<file path="config.mk">
export PLATFORM = sky130hd
export DESIGN_NAME = draw_scheduler
export DESIGN_NICKNAME = d
export VERILOG_FILES = /design/src/rtl/draw_scheduler.sv
export SDC_FILE = /design/constraint.sdc
export NUM_CORES = 1
export LEC_CHECK = 0
export CORE_UTILIZATION = 46
export DETAILED_ROUTE_END_ITERATION = 8
export GPL_ROUTABILITY_DRIVEN = 0
export PLACE_DENSITY = 0.75
export SYNTH_ARGS = -nofsm -noshare
export SYNTH_HDL_FRONTEND = slang
export SYNTH_SLANG_ARGS = --single-unit
</file>
<file path="constraint.sdc">
create_clock -name clk -period 2.64 [get_ports clk]
set_input_delay 0.396 -clock clk [delete_from_list [all_inputs] [get_ports clk]]
set_output_delay 0.396 -clock clk [all_outputs]
set_load 0.1 [all_outputs]
</file>
<file path="src/rtl/draw_scheduler.sv">
// Refresh-pass sequencer: erase old ball, 4 platforms, new ball, then a 1-cycle mem_commit; 1 rect/cycle when ack is high.
// Fields are held while draw_ack is low; define DRAW_SCHED_WDOG_EN to abort a stalled pass via wdog_err.
module draw_scheduler #(
  parameter logic [6:0] BALL_Y     = 7'd100,
  parameter logic [7:0] PLAT_PITCH = 8'd40
`ifdef DRAW_SCHED_WDOG_EN
  , parameter logic [9:0] WDOG_LIMIT = 10'd1023
`endif
) (
  input  logic        clk,
  input  logic        resetn,
  input  logic        frame_tick,
  input  logic [7:0]  prev_ball,
  input  logic [7:0]  curr_ball,
  input  logic [2:0]  color_ball,
  input  logic [11:0] color_plats,
  input  logic [27:0] position_plats,
  input  logic        draw_ack,
  output logic        draw_req,
  output logic [7:0]  draw_x,
  output logic [6:0]  draw_y,
  output logic        draw_kind,
  output logic [2:0]  draw_color,
  output logic        mem_commit,
  output logic        busy,
  output logic [7:0]  overrun_cnt
`ifdef DRAW_SCHED_WDOG_EN
  , output logic      wdog_err
`endif
);

  typedef enum logic [2:0] {IDLE, ERASE, PLAT, BALL, COMMIT} state_t;

  state_t      state;
  logic [1:0]  p;
  logic [7:0]  snap_curr;
  logic [2:0]  snap_cball;
  logic [11:0] snap_cplats;
  logic [27:0] snap_pos;
  logic        xfer;

  assign xfer = draw_req && draw_ack;

  function automatic logic [7:0] plat_x(input logic [1:0] i);
    logic [7:0] iw;
    iw = {6'b0, i};
    return iw * PLAT_PITCH;
  endfunction

  function automatic logic [6:0] plat_y(input logic [27:0] pos, input logic [1:0] i);
    return pos[7*i +: 7];
  endfunction

  function automatic logic [2:0] plat_c(input logic [11:0] col, input logic [1:0] i);
    return col[3*i +: 3];
  endfunction

`ifdef DRAW_SCHED_WDOG_EN
  logic [9:0] wd_cnt;
`endif

  always_ff @(posedge clk) begin
    if (!resetn) begin
      state       <= IDLE;
      p           <= 2'd0;
      draw_req    <= 1'b0;
      draw_x      <= 8'd0;
      draw_y      <= 7'd0;
      draw_kind   <= 1'b0;
      draw_color  <= 3'd0;
      mem_commit  <= 1'b0;
      busy        <= 1'b0;
      overrun_cnt <= 8'd0;
      snap_curr   <= 8'd0;
      snap_cball  <= 3'd0;
      snap_cplats <= 12'd0;
      snap_pos    <= 28'd0;
`ifdef DRAW_SCHED_WDOG_EN
      wd_cnt      <= 10'd0;
      wdog_err    <= 1'b0;
`endif
    end else begin
      // Any tick not consumed in IDLE, including the COMMIT cycle, is an overrun.
      if (frame_tick && state != IDLE && overrun_cnt != 8'hFF)
        overrun_cnt <= overrun_cnt + 8'd1;

      case (state)
        IDLE: begin
          if (frame_tick) begin
            snap_curr   <= curr_ball;
            snap_cball  <= color_ball;
            snap_cplats <= color_plats;
            snap_pos    <= position_plats;
            busy        <= 1'b1;
            draw_req    <= 1'b1;
            p           <= 2'd0;
            if (prev_ball != curr_ball) begin
              state      <= ERASE;
              draw_x     <= prev_ball;
              draw_y     <= BALL_Y;
              draw_kind  <= 1'b0;
              draw_color <= 3'd0;
            end else begin
              state      <= PLAT;
              draw_x     <= plat_x(2'd0);
              draw_y     <= plat_y(position_plats, 2'd0);
              draw_kind  <= 1'b1;
              draw_color <= plat_c(color_plats, 2'd0);
            end
          end
        end
        ERASE: begin
          if (xfer) begin
            state      <= PLAT;
            p          <= 2'd0;
            draw_x     <= plat_x(2'd0);
            draw_y     <= plat_y(snap_pos, 2'd0);
            draw_kind  <= 1'b1;
            draw_color <= plat_c(snap_cplats, 2'd0);
          end
        end
        PLAT: begin
          if (xfer) begin
            if (p == 2'd3) begin
              state      <= BALL;
              draw_x     <= snap_curr;
              draw_y     <= BALL_Y;
              draw_kind  <= 1'b0;
              draw_color <= snap_cball;
            end else begin
              p          <= p + 2'd1;
              draw_x     <= plat_x(p + 2'd1);
              draw_y     <= plat_y(snap_pos, p + 2'd1);
              draw_kind  <= 1'b1;
              draw_color <= plat_c(snap_cplats, p + 2'd1);
            end
          end
        end
        BALL: begin
          if (xfer) begin
            state      <= COMMIT;
            draw_req   <= 1'b0;
            mem_commit <= 1'b1;
          end
        end
        COMMIT: begin
          state      <= IDLE;
          mem_commit <= 1'b0;
          busy       <= 1'b0;
          p          <= 2'd0;
        end
        default: state <= IDLE;
      endcase

`ifdef DRAW_SCHED_WDOG_EN
      // Abort overrides the case above; the aborted pass never commits.
      if (draw_req && !draw_ack) begin
        if (wd_cnt == WDOG_LIMIT - 10'd1) begin
          wd_cnt   <= 10'd0;
          wdog_err <= 1'b1;
          draw_req <= 1'b0;
          busy     <= 1'b0;
          p        <= 2'd0;
          state    <= IDLE;
        end else begin
          wd_cnt <= wd_cnt + 10'd1;
        end
      end else begin
        wd_cnt <= 10'd0;
      end
`endif
    end
  end

endmodule

</file>
# == After elaboration in Yosys (flattened, before gate mapping) ==
# Index checks and enable logic that the tools add are counted.
# totals
input_bits,63
register_bits,86
mem_bits_ro,0
latchBits,0
ram_bits,0
n_memories,0
output_inout_bits,30
# classes
n_reduce_logical,17
n_bitwise,0
mux,41
n_div,0
n_shift,2
order_cmp,0
n_mul,3
n_addsub,2
n_eq_ne,13
# op_table
op,count
8-bit two-way mux,5
7-bit two-way mux,5
3-bit two-way mux,10
28-bit by 6-bit indexed part select with 7-bit output,1
8-bit one-hot mux with 3 select lines,1
7-bit one-hot mux with 3 select lines,1
"2-bit inequality test, second input constant",6
3-bit one-hot mux with 4 select lines,1
12-bit by 5-bit indexed part select with 3-bit output,1
2-bit two-way mux,5
5-bit AND reduction,2
3-bit one-hot mux with 3 select lines,1
"8-bit by 1-bit adder with 8-bit output, second input constant",1
8-bit inequality test,1
"8-bit inequality test, second input constant",1
2-bit one-hot mux with 4 select lines,1
1-bit two-way mux,7
"3-bit by 2-bit == test with 1-bit output, second input constant",2
1-bit one-hot mux with 2 select lines,3
2-bit AND reduction,3
2-bit nonzero test,3
3-bit nonzero test,2
"2-bit by 3-bit multiplier with 5-bit output, second input constant",1
"3-bit by 2-bit multiplier with 5-bit output, first input constant",1
other kinds (11),13

# == Logic depth before layout (Yosys ltp) ==
# Gate-level depths: netlist of the first run.
# depth
word_depth,6
mapped_depth,7
mapped_depth_nobuf,5

# == Worst setup path after synthesis of the first run ==
# No wires, ideal clock.
# synth_timing
path_type,reg2reg
startpoint,register overrun_cnt[0]
endpoint,register overrun_cnt[1]
n_path_buf,1
setup_slack_ps,475
setup_ps,128
required_ps,2512
stages_incl_launch_ff,7
arrival_time_ps,2037
path_cell_list,dfxtp_1 > ha_1 > nand3_1 > o21bai_1 > buf_2 > mux2i_1 > nor2_1
# synth_between
elab_chain_len,2
elab_cells_between_ends,3
# synth_lines
item,line_no,source
from (decl),26,output logic [7:0] overrun_cnt
from (signal assigned),85,overrun_cnt <= overrun_cnt + 8'd1;
branches (longest 2 deep; another with 8-bit by 1-bit adder with 8-bit output),n/a,
# Several ways; the timed one is not identified.
# A chain may end at the register's enable or synchronous reset.

# == Worst setup path in the final report of the first run ==
# layout_timing
startpoint,register p[0]
endpoint,register draw_y[3]
# layout_between
elab_chain_len,6
elab_cells_between_ends,7
# layout_lines
item,line_no,source
from (decl),35,logic [1:0] p;
from (signal assigned),131,p <= p + 2'd1;
2-bit by 1-bit adder with 2-bit output,133,"draw_y <= plat_y(snap_pos, p + 2'd1);"
3-bit by 2-bit multiplier with 5-bit output,51,return pos[7*i +: 7];
28-bit by 6-bit indexed part select with 7-bit output,51,
7-bit two-way mux *,124,if (p == 2'd3) begin
7-bit two-way mux *,123,if (xfer) begin
7-bit one-hot mux with 3 select lines *,87,case (state)
to (signal assigned),106,"draw_y <= plat_y(position_plats, 2'd0);"
to (signal assigned),117,"draw_y <= plat_y(snap_pos, 2'd0);"
to (signal assigned),133,
to (decl),21,"output logic [6:0] draw_y,"
# Every way passes the cells marked *; elsewhere a longest branch is shown, timed or not. The select of a mux whose other input is x is not followed.

==> results of run 1 <==
==> cells in the final DEF, fill, tap and decap left out, types with 3 or more instances in the layout <==
cell type and count:
nor2_1 8, a21oi_1 77, nand2b_1 4, a22oi_1 3
buf_4 47, clkdlybuf4s50_1 62, nand2_1 111, clkinvlp_4 4
o211ai_1 12, o21ai_0 24, nand3_1 6, or4_1 3
nor2b_1 4, o31ai_1 8, a31oi_1 9, nor3b_1 3
nand3b_1 3, clkbuf_8 12, xnor2_1 8, o21a_1 3
o221a_2 3, mux4_2 8, nand4_1 4, nor3_1 3
or4b_1 5, a221oi_1 4, dfxtp_1 86
==> worst register-to-register path, stage by stage, from the launching register on <==
cell and delay [ps]:
dfxtp_1 320, ha_1 540, buf_12 200, mux4_2 500, a221oi_1 290, a21oi_1 100
==> kinds of logic after synthesis <==
logic type,count (synthesis),synth area share
buffers and inverters,42,0.0438
flip-flops,86,0.434
adder cells (fa/ha/maj),2,0.00630
AO/OA/AOI/OAI,155,0.234
multiplexers,12,0.0561
AND/OR/NAND/NOR,167,0.204
XOR/XNOR,10,0.0221
==> report_power, final <==
group	switching (W)	internal (W)	leakage, nW
combinational	0.000801	0.000377	1.09
sequential	0.000100	0.00143	0.706
clock	0.000480	0.000419	0.0869
==> flip-flops by register name, summed over array words and instances, names as in the netlist <==
signal / flops
state: 3
draw_y: 7
snap_curr: 8
snap_pos: 28
draw_color: 3
snap_cball: 3
p: 2
draw_req: 1
mem_commit: 1
draw_x: 8
busy: 1
snap_cplats: 12
draw_kind: 1
overrun_cnt: 8
==> per-layer routing <==
| layer | up-vias | wire length [um] |
|---|---|---|
| met5 | - | 0 |
| met1 | 1772 | 4620 |
| met4 | 0 | 135 |
| li1 | 1867 | - |
| met2 | 120 | 4950 |
| met3 | 12 | 666 |
==> final timing paths <==
| path | endpoint | slack, ps | cells after the start |
|---|---|---|---|
| max | draw_y[3] | 580 | 5 |
| min | snap_pos[18] | 460 | 2 |
| max reg2reg | draw_y[3] | 580 | 5 |
| min reg2reg | snap_pos[18] | 460 | 2 |
==> cells in the mapped netlist (3+ instances only) <==
library cell | instances | area [um^2]
nor2_1 | 8 | 30.0
a22oi_1 | 3 | 22.5
a31oi_1 | 9 | 56.3
nand3_1 | 6 | 30.0
or4b_1 | 5 | 50.1
o21a_1 | 3 | 22.5
clkbuf_1 | 24 | 90.1
o221a_2 | 3 | 33.8
nor3_1 | 3 | 15.0
dfxtp_1 | 86 | 1720
o21ai_0 | 24 | 120
o211ai_1 | 12 | 90.1
o31ai_1 | 8 | 60.1
nand4_1 | 4 | 25.0
a21oi_1 | 77 | 385
or4_1 | 3 | 22.5
nand3b_1 | 3 | 22.5
xnor2_1 | 8 | 70.1
nand2b_1 | 5 | 31.3
a221oi_1 | 4 | 35.0
nand2_1 | 111 | 417
buf_2 | 13 | 65.1
nor2b_1 | 4 | 25.0
nor3b_1 | 3 | 22.5
mux4_2 | 8 | 180
==> cell type report <==
| type | instances | area, um^2 | area share |
|---|---|---|---|
| multi-input cells | 346 | 2090 | 0.404 |
| repair buffers | 111 | 1010 | 0.196 |
| well taps | 105 | 131 | 0.0255 |
| clock buffers | 12 | 165 | 0.0320 |
| clock inverters | 4 | 30.0 | 0.00582 |
| flip-flops and latches | 86 | 1720 | 0.334 |
| inverters | 3 | 11.3 | 0.00218 |
==> through the flow <==
step | hold WS (ps) | power, W
after detailed placement | 447 | 0.00274
after CTS | 460 | 0.00362
after global placement | 441 | 0.00272
after global routing | 476 | 0.00378
after floorplan | 432 | 0.00238
final | 455 | 0.00361
==> summary.txt, run 1 <==
Layout
  • Post-Layout Inst Area: 0.00516 mm^2
  • Area growth from synthesis to layout: 29.9%
  • # diodes: 0
  • Final Util: 0.622
  • Nets: 622
  • Finished Layout Cells: 667
  • Share of cells above drive strength 1: 0.151
  • Number of fillers in the final layout: 725

Global routing
  • First-pass GRT wire length: 16900 um
  • GRT met2 Usage: 0.384
  • Antenna violations before repair: 0
  • GRT Resource Usage Total: 0.243
  • Largest net degree at the start of global routing: 38
  • Met3 usage in global routing: 0.0427
  • Routing usage on met1: 0.329
  • Most used routing layer: met2
  • Total grt overflow: 0
  • Vias in the first global route: 3587

Setup path
  • Crit path launch: p[0]
  • Max Fanout on Critical Path: 9
  • Worst path required time: 2880 ps
  • Cells along the critical path: ha_1 > buf_12 > mux4_2 > a221oi_1 > a21oi_1
  • Worst Path Arrival: 2300 ps
  • CP top delay family: adder cells
  • Crit path launch type: register
  • R2R Path Start: p[0]
  • Worst setup EP type: register
  • Type of the worst setup path: reg -> reg
  • Slowest CP cell: ha_1
  • Crit-path max cell delay: 540 ps
  • Critical path buffer and inverter count: 1

Floorplanning
  • Die area: 0.00901 mm^2
  • Die H: 94.9 um
  • Num ports: 93
  • CORE AREA: 0.00830 mm^2
  • Starting Density: 0.478
  • # rows: 33
  • Die Wd: 94.9 um

Timing
  • Final period util: 0.781
  • Clock skew: 6.54 ps
  • Slack of the critical path: 577 ps
  • Unrepaired setup endpoints after global routing: no
  • Final Setup Violations: 0
  • Sum Neg Setup Slack: 0 ps
  • Worst Tran Pin Value: 777 ps
  • Final Critical Period: 2060 ps
  • Slew Viols, Final: 0
  • Worst slew margin: 0.481
  • Fin. Hold Viols: 0
  • Fmax: 485 MHz

Placed design
  • Half-perimeter wire length after placement: 7300 um
  • Dpl cell area: 0.00496 mm^2
  • Count of input and output buffers: 92
  • Pre-CTS setup slack: 279 ps
  • Placed Cells incl. Taps: 651

CTS
  • CTS buffer count: 9
  • Clock Path Buffers: 2
  • Clock sinks: 86
  • H-tree Lvls: 3
  • Clock slew at reported path FFs: 90 ps
  • CTS tree: yes
  • Hold Buf Count CTS: 0
  • Worst-Skew Late Latency: 350 ps
  • Number of setup buffers added after CTS: 0
  • Root buffer cell: clkbuf_8
  • CTS-repair resized insts: 0

Route
  • Vias per cell: 5.65
  • Routed wire length per instance: 15.6 um
  • Post-route DRC: 0
  • DR iter-0 viols: 181
  • Vias: 3771
  • TritonRoute pass-1 iters: 5
  • Drt total wl: 10400 um
  • ANT nets after route: 0

Power
  • Pwr per Cell Area: 700 mW/mm^2
  • VDD IR max: 341 uV
  • Leak pwr: 1.88 nW

Logic synthesis
  • Synthesized net count: 539
  • Yosys cell types: 49
  • Syn avg cell area: 8.38 um^2
  • Seq cells post-synth: 86
  • Yosys warnings: 0
  • Synth Instances: 474
  • Most used DFF post-synth: dfxtp_1
  • Synth Cell Area: 0.00397 mm^2
  • Ys async rst share: 0
  • EDFF count, synth: 0
  • Sequential-to-total area share from yosys stat: 0.434

Hold path
  • Hold WC Path Type: reg -> reg
  • Hold path start: snap_pos[18]

Outcome
  • Status: complete, no violations

Job
  • Max Cap Violations: 0
No activity file was read; power rests on OpenSTA's default activity.
==> run 2, diff against run 1 <==
==> constraint.sdc (replaced) <==
create_clock -name clk -period 2.1 [get_ports clk]
set_input_delay 0.315 -clock clk [delete_from_list [all_inputs] [get_ports clk]]
set_output_delay 0.315 -clock clk [all_outputs]
set_load 0.1 [all_outputs]
==> run 2 against run 1 <==
  * Sequential power rose by 25%
  * Cell area grew 2.2%
  * Critical endpoint is now draw_y[1]
  * Routed wire length is 5.8% higher
  * Combinational power up 31%
==> summary.txt, run 2 (same netlist as run 1, synthesis figures left out) <==
Outcome
  • Status: complete, no violations (unchanged)

Floorplanning
  • Die area: 0.00901 mm^2 (unchanged)
  • Starting Density: 0.478 (unchanged)
  • Die H: 94.9 um (unchanged)
  • CORE AREA: 0.00830 mm^2 (unchanged)
  • # rows: 33 (unchanged)
  • Die Wd: 94.9 um (unchanged)
  • Num ports: 93 (unchanged)

CTS
  • Clock slew at reported path FFs: 80 ps (was 90 ps)
  • Worst-Skew Late Latency: 350 ps (about the same)
  • Clock Path Buffers: 2 (unchanged)
  • CTS-repair resized insts: 0 (unchanged)
  • Root buffer cell: clkbuf_8 (unchanged)
  • CTS buffer count: 9 (unchanged)
  • Hold Buf Count CTS: 0 (unchanged)
  • CTS tree: yes (unchanged)
  • H-tree Lvls: 3 (unchanged)
  • Number of setup buffers added after CTS: 0 (unchanged)
  • Clock sinks: 86 (unchanged)

Route
  • DR iter-0 viols: 263 (was 181)
  • Drt total wl: 11000 um (was 10400 um)
  • Vias: 3940 (was 3771)
  • Routed wire length per instance: 16.2 um (was 15.6 um)
  • TritonRoute pass-1 iters: 5 (unchanged)
  • Vias per cell: 5.83 (was 5.65)
  • Post-route DRC: 0 (unchanged)
  • ANT nets after route: 0 (unchanged)

Layout
  • # diodes: 0 (unchanged)
  • Biggest register: snap_pos (unchanged)
  • Most frequent cells in the layout: 111 x nand2_1, 84 x dfxtp_1, 76 x a21oi_1, 62 x clkdlybuf4s50_1, 57 x buf_4 (was 111 x nand2_1, 86 x dfxtp_1, 77 x a21oi_1, 62 x clkdlybuf4s50_1, 47 x buf_4)
  • Share of cells above drive strength 1: 0.168 (was 0.151)
  • Area growth from synthesis to layout: 32.8% (was 29.9%)
  • Most common cell after layout, fill and taps aside: nand2_1 (unchanged)
  • Nets: 631 (was 622)
  • Biggest regs: snap_pos x28, snap_cplats x12 (unchanged)
  • Max reg flops: 28 (unchanged)

Timing
  • Worst Tran Pin Value: 666 ps (was 777 ps)
  • Final period util: 0.937 (was 0.781)
  • Min Hold Slack: 457 ps (was 455 ps)
  • Final Critical Period: 1970 ps (was 2060 ps)
  • Worst slew margin: 0.556 (was 0.481)
  • Clock skew: 5.02 ps (was 6.54 ps)
  • Unrepaired setup endpoints after global routing: no (unchanged)
  • Fin. Hold Viols: 0 (unchanged)
  • Sum Neg Setup Slack: 0 ps (unchanged)
  • Slack of the critical path: 132 ps (was 577 ps)
  • Slew Viols, Final: 0 (unchanged)
  • Fmax: 508 MHz (was 485 MHz)
  • Final Setup Violations: 0 (unchanged)

Hold path
  • Hold WC Path Type: reg -> reg (unchanged)

Setup path
  • Crit-path max cell delay: 600 ps (was 540 ps)
  • Max Fanout on Critical Path: 13 (was 9)
  • Worst setup EP type: register (unchanged)
  • Slowest CP cell: dfxtp_1 (was ha_1)
  • Crit path launch type: register (unchanged)
  • Worst Path Arrival: 2250 ps (was 2300 ps)
  • Cells along the critical path: buf_4 > or3b_1 > nor2_2 > a221oi_1 > a21oi_1 (was ha_1 > buf_12 > mux4_2 > a221oi_1 > a21oi_1)
  • Worst path required time: 2380 ps (was 2880 ps)
  • Critical path buffer and inverter count: 1 (unchanged)
  • CP top delay family: simple AND/OR/NAND/NOR gates (was adder cells)
  • Type of the worst setup path: reg -> reg (unchanged)

Global routing
  • First-pass GRT wire length: 17900 um (was 16900 um)
  • GRT Resource Usage Total: 0.256 (was 0.243)
  • Largest net degree at the start of global routing: 51 (was 38)
  • Vias in the first global route: 3769 (was 3587)
  • Total grt overflow: 0 (unchanged)
  • Antenna violations before repair: 0 (unchanged)

Power
  • VDD IR max: 554 uV (was 341 uV)
  • Pwr per Cell Area: 926 mW/mm^2 (was 700 mW/mm^2)
  • Leak pwr: 1.96 nW (was 1.88 nW)
  • Tot Pwr: 0.00489 W (was 0.00361 W)

Job
  • Max Cap Violations: 0 (unchanged)

Placed design
  • Count of input and output buffers: 92 (unchanged)
  • Pre-CTS setup slack: -132 ps (was 279 ps)
  • Half-perimeter wire length after placement: 7660 um (was 7300 um)
-- run 2: worst reg2reg max path, delay by kind of cell, from the launching register on --
kind | cells | cell delay [ps]
AOI/OAI and AO/OA | 2 | 310
and+or+nand+nor | 2 | 700
buffers and inverters | 1 | 280
DFF | 1 | 600
-- run 2: power breakdown --
part | switching, W | internal, W
combinational | 0.00105 | 0.000496
sequential | 0.000120 | 0.00180
clock | 0.000596 | 0.000826
total | 0.00176 | 0.00312
-- run 2: final cells by class --
cell class	instances	area (um^2)
inverters	3	11.3
clock inverters	5	106
well taps	105	131
repair buffers	120	1070
fillers	689	3030
flip-flops and latches	86	1720
clock buffers	11	141
multi-input cells	346	2090
-- run 2: metrics by stage --
| step | util | std cells | cell area (um^2) |
|---|---|---|---|
| after floorplan | - | 474 | 3970 |
| after global placement | 0.605 | 660 | 5020 |
| after detailed placement | 0.605 | 660 | 5020 |
| after CTS | 0.635 | 676 | 5270 |
| after global routing | 0.635 | 676 | 5270 |
| final | 0.635 | 676 | 5270 |
-- run 2: worst paths after layout --
| kind | from | endpoint | slack, ps | cells past startpoint |
|---|---|---|---|---|
| worst max-delay path | state[1] | draw_y[1] | 130 | 5 |
| worst min-delay path | snap_pos[21] | snap_pos[21] | 460 | 2 |
| worst max register to register | state[1] | draw_y[1] | 130 | 5 |
| worst min register to register | snap_pos[21] | snap_pos[21] | 460 | 2 |
-- run 2: layer usage --
metal / vias to the layer above / GRT usage / part of all wire
met5: - / 0 / 0
met4: 0 / 0.102 / 0.020
met3: 20 / 0.0314 / 0.060
met2: 157 / 0.420 / 0.48
met1: 1880 / 0.341 / 0.44
li1: 1883 / - / -
